<file path="src/rtl/fft_pkg.sv">
// rtl/fft_pkg.sv - shared types, defaults and rotate helper for the FFT sequencer
package fft_pkg;

    localparam int DEFAULT_WIDTH = 16;
    localparam int DEFAULT_N_2   = 5;

    // Widest address the rotate helper supports; callers truncate to their own N_2.
    localparam int ROT_MAX   = 32;
    localparam int ROT_IDX_W = $clog2(ROT_MAX);

    typedef enum logic [1:0] {
        IDLE,
        READ,
        WRITE,
        DONE
    } fft_state_t;

    // Rotate the low 'bits' bits of value left by 'amount', wrapping within 'bits'.
    function automatic logic [ROT_MAX-1:0] rotl(
        input logic [ROT_MAX-1:0] value,
        input int unsigned        amount,
        input int unsigned        bits
    );
        logic [ROT_MAX-1:0]   result;
        logic [ROT_IDX_W-1:0] pos;
        int unsigned          dst;
        result = '0;
        for (int j = 0; j < ROT_MAX; j++) begin
            if (j < int'(bits)) begin
                dst         = (int'(j) + amount) % bits;
                pos         = dst[ROT_IDX_W-1:0];
                result[pos] = value[j[ROT_IDX_W-1:0]];
            end
        end
        return result;
    endfunction

endpackage

</file>
<file path="src/rtl/fft_agu.sv">
// rtl/fft_agu.sv - combinational butterfly address and twiddle index generator
module fft_agu
    import fft_pkg::*;
#(
    parameter int N_2     = DEFAULT_N_2,
    parameter int LEVEL_W = $clog2(N_2)
) (
    input  logic [LEVEL_W-1:0] level,
    input  logic [N_2-2:0]     i,
    output logic [N_2-1:0]     adra,
    output logic [N_2-1:0]     adrb,
    output logic [N_2-2:0]     twiddleadr
);

    always_comb begin
        adra = N_2'(rotl(ROT_MAX'({i, 1'b0}), 32'(level), N_2));
        adrb = N_2'(rotl(ROT_MAX'({i, 1'b1}), 32'(level), N_2));
        // Keep only the top 'level' bits of i; level 0 masks everything away.
        twiddleadr = i & (N_2-1)'(~((ROT_MAX'(1) << (ROT_MAX'(N_2 - 1) - ROT_MAX'(level)))
                                    - ROT_MAX'(1)));
    end

endmodule

</file>
<file path="src/rtl/fft_control.sv">
// rtl/fft_control.sv - in-place radix-2 DIT FFT butterfly sequencer
module fft_control
    import fft_pkg::*;
#(
    parameter int width = DEFAULT_WIDTH,
    parameter int N_2   = DEFAULT_N_2
) (
    input  logic           clk,
    input  logic           reset,
    input  logic           start,
    output logic           busy,
    output logic           done,
    output logic           we,
    output logic [N_2-1:0] adra,
    output logic [N_2-1:0] adrb,
    output logic [N_2-2:0] twiddleadr
);

    localparam int LEVEL_W = $clog2(N_2);
    localparam logic [LEVEL_W-1:0] LEVEL_LAST = LEVEL_W'(N_2 - 1);
    localparam logic [N_2-2:0]     I_LAST     = '1;

    if (width < 1) begin : g_width_check
        $error("fft_control: width must be positive");
    end

    fft_state_t         state_q, state_d;
    logic [LEVEL_W-1:0] level_q, level_d;
    logic [N_2-2:0]     i_q, i_d;

    always_ff @(posedge clk) begin
        if (reset) begin
            state_q <= IDLE;
            level_q <= '0;
            i_q     <= '0;
        end else begin
            state_q <= state_d;
            level_q <= level_d;
            i_q     <= i_d;
        end
    end

    always_comb begin
        state_d = state_q;
        level_d = level_q;
        i_d     = i_q;
        case (state_q)
            IDLE: begin
                if (start) begin
                    state_d = READ;
                    level_d = '0;
                    i_d     = '0;
                end
            end
            READ: state_d = WRITE;
            WRITE: begin
                if (i_q != I_LAST) begin
                    i_d     = i_q + 1'b1;
                    state_d = READ;
                end else if (level_q != LEVEL_LAST) begin
                    i_d     = '0;
                    level_d = level_q + 1'b1;
                    state_d = READ;
                end else begin
                    state_d = DONE;
                end
            end
            DONE: begin
                state_d = IDLE;
                level_d = '0;
                i_d     = '0;
            end
            default: state_d = IDLE;
        endcase
    end

    assign busy = (state_q == READ) || (state_q == WRITE);
    assign we   = (state_q == WRITE);
    assign done = (state_q == DONE);

    fft_agu #(
        .N_2     (N_2),
        .LEVEL_W (LEVEL_W)
    ) u_agu (
        .level      (level_q),
        .i          (i_q),
        .adra       (adra),
        .adrb       (adrb),
        .twiddleadr (twiddleadr)
    );

endmodule

</file>
<file path="config.mk">
export PLATFORM = sky130hd
export DESIGN_NAME = fft_control
export DESIGN_NICKNAME = d
export VERILOG_FILES = /design/src/rtl/fft_pkg.sv /design/src/rtl/fft_agu.sv /design/src/rtl/fft_control.sv
export SDC_FILE = /design/constraint.sdc
export NUM_CORES = 1
export LEC_CHECK = 0
export ABC_AREA = 1
export ABC_CLOCK_PERIOD_IN_PS = 8900
export CORE_ASPECT_RATIO = 1.75
export CORE_MARGIN = 2
export CORE_UTILIZATION = 55
export CTS_BUF_LIST = sky130_fd_sc_hd__clkbuf_16
export DETAILED_ROUTE_END_ITERATION = 7
export HOLD_SLACK_MARGIN = 0.05
export PLACE_DENSITY = 0.74
export RECOVER_POWER = 100
export SYNTH_ARGS = -nofsm -noshare
export SYNTH_HDL_FRONTEND = slang
export SYNTH_SLANG_ARGS = --single-unit
</file>
<file path="constraint.sdc">
create_clock -name clk -period 8.9 [get_ports clk]
set_input_delay 1.78 -clock clk [delete_from_list [all_inputs] [get_ports clk]]
set_output_delay 1.78 -clock clk [all_outputs]
set_load 0.01 [all_outputs]
</file>
Word level (Yosys, flattened, before mapping)
Cells that the tools add are included.

Register bits after elaboration: 9. Input bits: 3. Logic and storage cells: 78. Output and inout bits: 17.

Bitwise operators: 3. $add $sub $neg: 8. Reduce and logical (&&, ||, !) cells: 10. Multiplexer cells: 29. Div/mod/pow operators: 5. Shifts and indexed selects: 1. $lt $le $gt $ge: 10. Eq/ne operators: 9.

Operators with widths (count): $bwmux 32 (7); $mod 32x3->32 const B (4); $and 32x32->32 (1); $mod 3x3->32 const B (1); $shl 1x32->4 const A (1); $lt 5x6->1 const B (5); $demux 1 s5 (5); $ge 5x1->1 const B (5); $mux 4 (3); $pmux 4 s3 (1); $mux 3 (3); $pmux 3 s3 (1); $add 2x3->4 const A (2); $pmux 2 s4 (1); $mux 2 (3); $logic_and 1x1->1 (5); $mux 1 (5); $add 1x3->4 const A (1); $add 3x3->4 const A (1); $add 4x1->4 const B (1); $and 4x4->4 (1); $eq 2x2->1 const B (2); $ne 2x2->1 const B (2); $ne 4x4->1 const B (1); other kinds (13) (13).

Longest topological paths before layout
Gate-level depths: netlist (run 1).

Depth after elaboration: 10. Depth in mapped cells: 25. Depth with buffers taken out: 24.

Cells and area by module
From an unflattened synthesis (run 1), not the netlist that was laid out.

Cell total of the unflattened synthesis: 427. Area, all modules: 2468.6 µm².

Modules (own cells, without submodules): fft_agu (times used 1, area an instance 1865.5 µm², cells each 341); fft_control (times used 1, area an instance 603.1 µm², cells each 86).

Least setup slack after synthesis (run 1)
No wires, ideal clock.

Path kind: reg-to-output. Start: register level_q[0]. End: output port adrb[0]. Required time: 7.120 ns. Path buffers: 1. Arrival time: 3.472 ns. Slack: 3.648 ns. Stages on the path, launching flop included: 25. Cell sequence: dfxtp_1 -> clkbuf_1 -> inv_1 -> ha_1 -> ha_1 -> ha_1 -> inv_1 -> nand3_1 -> nand2_4 -> nand2_1 -> nand2_1 -> ha_1 -> inv_1 -> nand2_2 -> nand3_2 -> inv_2 -> nand3_1 -> nand2_1 -> nand2_2 -> nor2_2 -> nand2_1 -> nand2_1 -> inv_1 -> nand2_1 -> nand3_1.

Cells in the longest elaborated chain, start to end: 10.

RTL lines: start: declaration (RTL line fft_control.sv:28) `logic [LEVEL_W-1:0] level_q, level_d;`; start signal: assignment (RTL line fft_control.sv:38) `level_q <= level_d;`; $add 1x3->4 (RTL line fft_pkg.sv:30) `dst = (int'(j) + amount) % bits;`; $mod 32x3->32 (RTL line fft_pkg.sv:30); $lt 5x6->1 (implied by the code) or $ge 5x1->1 (tied branches) (RTL line fft_pkg.sv:32) `result[pos] = value[j[ROT_IDX_W-1:0]];`; $logic_and 1x1->1 (implied by the code) (RTL line fft_pkg.sv:32); $mux 1 (implied by the code) (RTL line fft_pkg.sv:32); $demux 1 s5; $bwmux 32 (3 in series) (RTL line fft_pkg.sv:32); $bwmux 32 * (RTL line fft_pkg.sv:32); end: declaration (RTL line fft_control.sv:15) `output logic [N_2-1:0] adrb,`.

Every way passes the cells marked *; elsewhere a longest branch is shown, timed or not.

Final worst setup path (run 1)
Start: register level_q[0]. End: output port adrb[3].

The elaborated chain is that of the path after synthesis.

==> reports/metrics.cfg, run 1 <==
[status]
status = completed

[sta]
holdWs_ns = 0.6095
fin_skew_ns = 0.0002863
finalSetupViolCount = 0
hold_viol_final = 0
fin_crit_sh = 0.7724
max-slew-margin-rel = 0.4939
period_needed_ns = 6.874
rsz0062_at_grt = false
fin_tns_setup_ns = 0
fmax_mhz = 145.5
setup_ws_ns = 2.026
slew_viol_final = 0
tightest_slew_ns = 0.7582

[worst_setup_path]
endpoint_kind = output port
crit_type = register to output port
cpPeakStageDelay_ns = 0.80
startpoint_type = register
cp_top_family = simple AND/OR/NAND/NOR gates
critPathBufInv = 5
crit_slowest_cell = dfxtp_1
r2r_slack_ns = 6.41
cp_common_cell = nand2_1
path_max_fanout = 20
crit_required_ns = 7.12
cp_data_arrival_time_ns = 5.09
cp_cell_sequence = inv_1, ha_1, inv_1, ha_1, inv_1, nand3_1, nand2_1, nand2_1, nand2_1, ha_1, inv_1, nand2_1, nand3_1, nand3_1, nand2_1, nor2_1, nand2_1, nand3_1, nand2_2, nand3_1, dlygate4sd3_1

[power_and_ir_drop]
switchingPower_mw = 0.6785
power_density_nw_per_um2 = 431.0
p_leak_nw = 1.521
comb_power_share = 0.869
p_sw_frac = 0.5890
p_int_mw = 0.4734
power_frac_seq = 0.063
ir_worst_vdd_mv = 0.2544
power_frac_clock = 0.068

[yosys]
yosysWarnings = 0
synth_cell_types = 32
synth_top_area_share = 0.1945
ys_ff_latch = 9
synthMuxAreaShare = 0
synth_ff_type = dfxtp_1
synth_nets = 459
syn_inst = 426
synth-simple-area-share = 0.5107
synth_top_family_by_area = simple AND/OR/NAND/NOR gates
async_flop_share = 0
yosysMostFrequentCell = nand2_1
synth_edf_count = 0
synth_common_cells = nand2_1, inv_1, nand3_1
synthAdderAreaFrac = 0.1568
yosysTopAreaCell = nand2_1
ys_seq_area_frac = 0.07527
synth.cell_area_sq_um = 2394
syn_avg_cell_area_sq_um = 5.619
synth_compound_area_frac = 0.1108
synth-xor-area-share = 0.01830
ys_top_cells_by_area = nand2_1, ha_1, nand3_1, inv_1, dfxtp_1

[die]
num_rows = 31
die_h_microns = 91.27
die_x_microns = 53.87
io_pins = 20
die_area_sq_um = 4916
floorplan.initialDensity = 0.5767
core_sq_um = 4150

[global_routing]
track_usage = 0.2799
overflow = 0
grt_max_degree = 21
antenna_found_initial = 0
grt_pass1_vias = 2493
grt_pass1_wl_microns = 10520

[layout]
syn2layout_area_growth_pct = 11.66
drive_above_1_share = 0.08126
antenna_cells = 0
layout.nets = 477

[clock_tree]
clock-sinks = 9
cts_setup_buffers = 0
clock_latency_ns = 0.23
path_clk_slew_ns = 0.04
htree_levels = 1
numCtsBuffers = 3
cts_hold_buf = 0
clockBufferDepth = 2
cts_tree = done
ctsResizeCount = 0
root_buffer = clkbuf_16

[drt]
drtIter0Drc = 65
wl_microns = 6307
drtPass1Iterations = 4
avgRoutedWirePerCell_microns = 12.82
drtAntennaViolNets = 0
viasPerCell = 5.376
vias = 2645
drc_errors = 0

[placed_design]
hpwlAfterDp_microns = 5240
gp_congestion = 0.9244
dp_slack_ns = 2.771
portBuffers = 19

[flow_run]
max_cap_violations = 0

[min_path]
min_path_type = register to register

## state kept, by name, summed over array words and instances, names as in the netlist
register	cells
state_q	2
level_q	3
i_q	4
## routing by layer
metal,track usage,up-vias,wire (microns)
met1,0.2964,1168,2574
li1,-,1407,-
met5,0,-,0
met3,0.01645,21,137
met2,0.5173,49,3312
met4,0.1346,0,283
## per-stage QoR
step,power [mW],area [sq um],utilization,cells
floorplan,0.8074,2394,-,426
global placement,1.098,2619,0.6310,488
detailed placement,1.112,2619,0.6310,488
CTS,1.193,2698,0.6500,492
global route,1.291,2673,0.6440,492
finish,1.152,2673,0.6440,492
## power by group through the flow
stage | registers [mW] | logic [mW] | clock network, mW
after floorplan | 0.0612 | 0.746 | 0
after global placement | 0.0730 | 1.03 | 0
after detailed placement | 0.0731 | 1.04 | 0
after CTS | 0.0726 | 1.04 | 0.0778
after global routing | 0.0752 | 1.13 | 0.0806
final | 0.0725 | 1.00 | 0.0778
## layout make-up
| type | count | area (sq um) |
|---|---|---|
| multi-input cells | 337 | 1882 |
| repair buffers | 19 | 190.2 |
| fillers | 432 | 1478 |
| inverters | 74 | 280.3 |
| clock buffers | 3 | 75.07 |
| flip-flops and latches | 9 | 180.2 |
| clock inverters | 1 | 3.754 |
| well taps | 49 | 61.31 |
## worst reg2reg max path, cell delays in order (launching register included)
cell and delay [ns]:
dfxtp_1 0.80, inv_1 0.23, ha_1 0.31, ha_1 0.23, nand3_1 0.12, nand2_1 0.13, inv_1 0.14, nand2_1 0.17
a21oi_1 0.19, a211oi_1 0.06
## cell families (layout without fill, tap and decap cells)
logic type                 count (synthesis)  count (layout)
AOI/OAI and AO/OA                         42              42
DFF                                        9               9
and+or+nand+nor                          260             260
xor gates and xnor gates                   5               5
adders and majority gates                 30              30
buffers and inverters                     80              97
## cells in the final DEF, fill, tap and decap left out, drive strengths merged
| cell | netlist | routed |
|---|---|---|
| a211oi | 6 | 6 |
| dfxtp | 9 | 9 |
| nand4 | 14 | 14 |
| o21ai | 17 | 17 |
| nand3 | 58 | 58 |
| o211ai | 1 | 1 |
| dlygate4sd3 | 0 | 12 |
| clkinv | 1 | 1 |
| a21oi | 14 | 14 |
| nand2 | 139 | 139 |
| a21boi | 2 | 2 |
| nand3b | 3 | 3 |
| or2 | 1 | 1 |
| clkbuf | 5 | 3 |
| o22ai | 1 | 1 |
| a31oi | 1 | 1 |
| inv | 73 | 74 |
| nor2 | 43 | 43 |
| xor2 | 5 | 5 |
| clkdlybuf4s50 | 0 | 7 |
| nor3 | 2 | 2 |
| ha | 30 | 30 |
## worst paths after layout
kind,startpoint,end,depth (start not counted)
worst min-delay path,state_q[0]$_SDFFE_PP0N_,state_q[0]$_SDFFE_PP0N_,2
worst max register to register,level_q[0]$_SDFFE_PP0P_,level_q[0]$_SDFFE_PP0P_,9
worst min register to register,state_q[0]$_SDFFE_PP0N_,state_q[0]$_SDFFE_PP0N_,2
worst max-delay path,level_q[0]$_SDFFE_PP0P_,adrb[3],21
Note: power is estimated with default switching activity, not from simulation.
==> inputs of run 2 (changes only) <==
Settings changed: ABC_CLOCK_PERIOD_IN_PS 8900 to 5900, CORE_UTILIZATION 55 to 54, PLACE_DENSITY 0.74 to 0.76.
Clock period 8.9 ns to 5.9 ns, I/O delays scaled along.
==> reports/metrics.cfg, run 2 (synthesis results as in run 1) <==
[status]
status = completed

[flow_run]
max_cap_violations = 0

[worst_setup_path]
cp_cell_sequence = inv_1, ha_1, ha_1, ha_1, inv_1, nand3_1, nand2_4, nand2_1, nand2_1, ha_1, inv_1, nand2_2, nand4_4, nand2_1, nand2_1, nor2_1, nand2_2, nand3_1, nand3_1, nand3_1, clkdlybuf4s50_1
cpPeakStageDelay_ns = 0.53
endpoint_kind = output port
cp_top_family = simple AND/OR/NAND/NOR gates
critPathBufInv = 4
path_max_fanout = 10
startpoint_type = register
crit_type = register to output port
crit_slowest_cell = clkdlybuf4s50_1
cp_data_arrival_time_ns = 4.33
crit_required_ns = 4.72

[die]
floorplan.initialDensity = 0.5535
die_x_microns = 54.33
io_pins = 20
die_h_microns = 92.07
num_rows = 32
die_area_sq_um = 5002
core_sq_um = 4324

[sta]
tightest_slew_ns = 0.5954
fin_tns_setup_ns = 0
max-slew-margin-rel = 0.5989
finalSetupViolCount = 0
holdWs_ns = 0.6127
fin_skew_ns = 0.004659
fmax_mhz = 181.4
slew_viol_final = 0
fin_crit_sh = 0.9344
period_needed_ns = 5.513
hold_viol_final = 0
rsz0062_at_grt = false

[layout]
reg_top3 = i_q x4, level_q x3, state_q x2
layout.nets = 478
fillCellCount = 443
final_cell_mix = nand2_1, inv_1, nand3_1
regMostFlops = i_q
largest_register_ffs = 4
post_layout_nonfiller_instances = 495
final_area_sq_um = 2705
drive_above_1_share = 0.09459
syn2layout_area_growth_pct = 13.02
final_common_cell = nand2_1
antenna_cells = 0

[drt]
drtAntennaViolNets = 0
vias = 2713
drtIter0Drc = 88
drc_errors = 0
viasPerCell = 5.481
wl_microns = 6588
avgRoutedWirePerCell_microns = 13.31
drtPass1Iterations = 4

[clock_tree]
root_buffer = clkbuf_16
htree_levels = 1
numCtsBuffers = 3
path_clk_slew_ns = 0.04
cts_tree = done
clock-sinks = 9
clockBufferDepth = 2
ctsResizeCount = 0
cts_hold_buf = 0
cts_setup_buffers = 0
clock_latency_ns = 0.24

[global_routing]
grt_max_degree = 20
track_usage = 0.2917
grt_pass1_wl_microns = 10940
grt_pass1_vias = 2532
overflow = 0
antenna_found_initial = 0

[placed_design]
portBuffers = 19
hpwlAfterDp_microns = 5350
gp_congestion = 0.8751
place_area_sq_um = 2629
placed_cells = 491

[power_and_ir_drop]
p_leak_nw = 1.533
power_density_nw_per_um2 = 660.7
ir_worst_vdd_mv = 0.4167
finalPower_mw = 1.787

[min_path]
min_path_type = register to register

-- run 2: changes by cell type in the layout (fill, tap and decap cells not counted) --
cell             before  now
nand2_1             127  125
nor2_4                1    2
buf_4                 0    1
nand3_2               6    7
dlygate4sd3_1        12    9
inv_1                69   68
nand3_1              52   51
nand2_2              11   12
nand2_4               1    2
nor2_1               38   37
inv_2                 4    5
clkdlybuf4s50_1       7   10
-- run 2: final cells by class --
class | count | area (sq um) | share of cell area
clock inverter | 1 | 3.754 | 0.001388
sequential | 9 | 180.2 | 0.06661
tap | 51 | 63.81 | 0.02359
clock buffer | 3 | 75.07 | 0.02775
multi-input combinational | 337 | 1904 | 0.7040
inverter | 74 | 280.3 | 0.1036
timing repair buffer | 20 | 197.7 | 0.07308
-- run 2: final timing paths --
check,from,depth (start not counted),slack (ns),end
setup / recovery,level_q[1]$_SDFFE_PP0P_,21,0.39,adrb[1]
hold / removal,state_q[0]$_SDFFE_PP0N_,2,0.61,state_q[0]$_SDFFE_PP0N_
hold reg to reg,state_q[0]$_SDFFE_PP0N_,2,0.61,state_q[0]$_SDFFE_PP0N_
setup reg to reg,level_q[1]$_SDFFE_PP0P_,8,3.69,level_q[1]$_SDFFE_PP0P_
-- run 2: stage by stage --
step           worst slack [ns]  utilization
6_report                 0.3871       0.6256
5_1_grt                 0.03575       0.6256
4_1_cts                  0.4219       0.6262
3_5_place_dp             0.7085       0.6079
3_3_place_gp             0.8356       0.6079
2_1_floorplan             1.248            -
-- run 2: power breakdown --
group / leakage [nW] / total (mW) / switching [mW] / internal, mW
Combinational: 1.42 / 1.56 / 0.983 / 0.581
Sequential: 0.0739 / 0.0987 / 0.0250 / 0.0737
Clock: 0.0423 / 0.125 / 0.0354 / 0.0891
-- run 2: layer usage --
layer | vias to the layer above | wire length (microns) | global-route usage | share of wire
li1 | 1404 | - | - | -
met5 | - | 0 | 0 | 0
met1 | 1206 | 2447 | 0.3021 | 0.37
met3 | 28 | 275 | 0.04072 | 0.042
met2 | 75 | 3559 | 0.5271 | 0.54
met4 | 0 | 306 | 0.1500 | 0.046
-- run 2: worst register-to-register path: stages, from the launching register on --
cell	delay [ns]
dfxtp_1	0.48
inv_1	0.23
ha_1	0.30
ha_1	0.21
nand3_1	0.11
nand2_1	0.14
inv_1	0.15
nand2_1	0.18
a211oi_1	0.32
==> inputs of run 3 (changes only) <==
Settings changed: MAX_ROUTING_LAYER from default to met4.
==> reports/metrics.cfg, run 3 (synthesis results as in run 1) <==
[status]
status = completed

[sta]
finalSetupViolCount = 0
tightest_slew_ns = 0.6108
period_needed_ns = 5.525
hold_viol_final = 0
fin_tns_setup_ns = 0
setup_ws_ns = 0.3751
fmax_mhz = 181.0
rsz0062_at_grt = false
fin_skew_ns = 0.006134
max-slew-margin-rel = 0.5885
fin_crit_sh = 0.9364
slew_viol_final = 0

[layout]
antenna_cells = 0
final_cell_mix = nand2_1, inv_1, nand3_1
fillCellCount = 443
final_util = 0.6256
syn2layout_area_growth_pct = 13.02
largest_register_ffs = 4
regMostFlops = i_q
reg_top3 = i_q x4, level_q x3, state_q x2
final_common_cell = nand2_1
layout.nets = 478
drive_above_1_share = 0.09459
post_layout_nonfiller_instances = 495

[die]
die_x_microns = 54.33
die_area_sq_um = 5002
die_h_microns = 92.07
core_sq_um = 4324
num_rows = 32
floorplan.initialDensity = 0.5535
io_pins = 20

[power_and_ir_drop]
ir_worst_vdd_mv = 0.4161
finalPower_mw = 1.790
p_leak_nw = 1.533
switchingPower_mw = 1.046
power_density_nw_per_um2 = 661.7
power_frac_clock = 0.070
p_sw_frac = 0.5845
power_frac_seq = 0.055
p_int_mw = 0.7437
comb_power_share = 0.875

[drt]
drtIter0Drc = 63
routed.top_layer = met4
wl_microns = 6633
viasPerCell = 5.499
drtPass1Iterations = 5
vias = 2722
met2RoutedLength_microns = 3556
avgRoutedWirePerCell_microns = 13.40
drc_errors = 0
route.met3.wl_microns = 192
drtAntennaViolNets = 0
m1WireLength_microns = 2586

[global_routing]
grt_pass1_vias = 2544
track_usage = 0.2991
overflow = 0
grt_pass1_wl_microns = 10940
grt_max_degree = 20
antenna_found_initial = 0

[clock_tree]
cts_tree = done
root_buffer = clkbuf_16
cts_setup_buffers = 0
ctsResizeCount = 0
cts_hold_buf = 0
clockBufferDepth = 2
htree_levels = 1
path_clk_slew_ns = 0.04
clock_latency_ns = 0.24
clock-sinks = 9
numCtsBuffers = 3

[placed_design]
placed_cells = 491
portBuffers = 19
gp_congestion = 0.8896
hpwlAfterDp_microns = 5350
dp_slack_ns = 0.7085

[worst_setup_path]
crit_type = register to output port
cp_data_arrival_time_ns = 4.34
crit_required_ns = 4.72
endpoint_kind = output port
startpoint_type = register
path_max_fanout = 10

[flow_run]
max_cap_violations = 0

[min_path]
min_path_type = register to register

run 3: cell counts in the layout (fill, tap and decap cells not counted):
Identical to the previous run, type by type.
run 3: power groups by stage:
stage	registers, mW	logic, mW	clock network (mW)
floorplan	0.0923	1.13	0
global placement	0.0980	1.54	0
detailed placement	0.0996	1.57	0
CTS	0.0987	1.57	0.125
global route	0.100	1.77	0.128
finish	0.0988	1.57	0.124
run 3: area by class of cell:
| type | instances | area [sq um] | area share |
|---|---|---|---|
| inverters | 74 | 280.3 | 0.1036 |
| multi-input cells | 337 | 1904 | 0.7040 |
| flip-flops and latches | 9 | 180.2 | 0.06661 |
| clock inverters | 1 | 3.754 | 0.001388 |
| clock buffers | 3 | 75.07 | 0.02775 |
| well taps | 51 | 63.81 | 0.02359 |
| repair buffers | 20 | 197.7 | 0.07308 |
run 3: per-stage QoR:
| step | cell area, sq um | hold WS (ns) |
|---|---|---|
| 2_1_floorplan | 2394 | 0.5276 |
| 3_3_place_gp | 2629 | 0.6032 |
| 3_5_place_dp | 2629 | 0.6092 |
| 4_1_cts | 2708 | 0.6156 |
| 5_1_grt | 2705 | 0.6601 |
| 6_report | 2705 | 0.6112 |
run 3: worst paths after layout:
kind | startpoint | endpoint | slack (ns) | depth (start not counted)
min | state_q[0]$_SDFFE_PP0N_ | state_q[0]$_SDFFE_PP0N_ | 0.61 | 2
max reg2reg | level_q[1]$_SDFFE_PP0P_ | level_q[1]$_SDFFE_PP0P_ | 3.70 | 8
min reg2reg | state_q[0]$_SDFFE_PP0N_ | state_q[0]$_SDFFE_PP0N_ | 0.61 | 2
max | level_q[1]$_SDFFE_PP0P_ | adrb[1] | 0.38 | 21
run 3: metal layers:
layer  track usage  up-vias
li1              -     1401
met1        0.3001     1224
met2        0.5291       71
met3       0.04072       26
met4        0.1500        0
met5             -        -
run 3: critical path, stage by stage, from the launching register on:
cell             delay [ns]
dfxtp_1                0.48
inv_1                  0.23
ha_1                   0.30
ha_1                   0.41
ha_1                   0.24
inv_1                  0.05
nand3_1                0.17
nand2_4                0.14
nand2_1                0.08
nand2_1                0.16
ha_1                   0.20
inv_1                  0.07
nand2_2                0.13
nand4_4                0.14
nand2_1                0.09
nand2_1                0.10
nor2_1                 0.21
nand2_2                0.09
nand3_1                0.10
nand3_1                0.10
nand3_1                0.09
clkdlybuf4s50_1        0.53
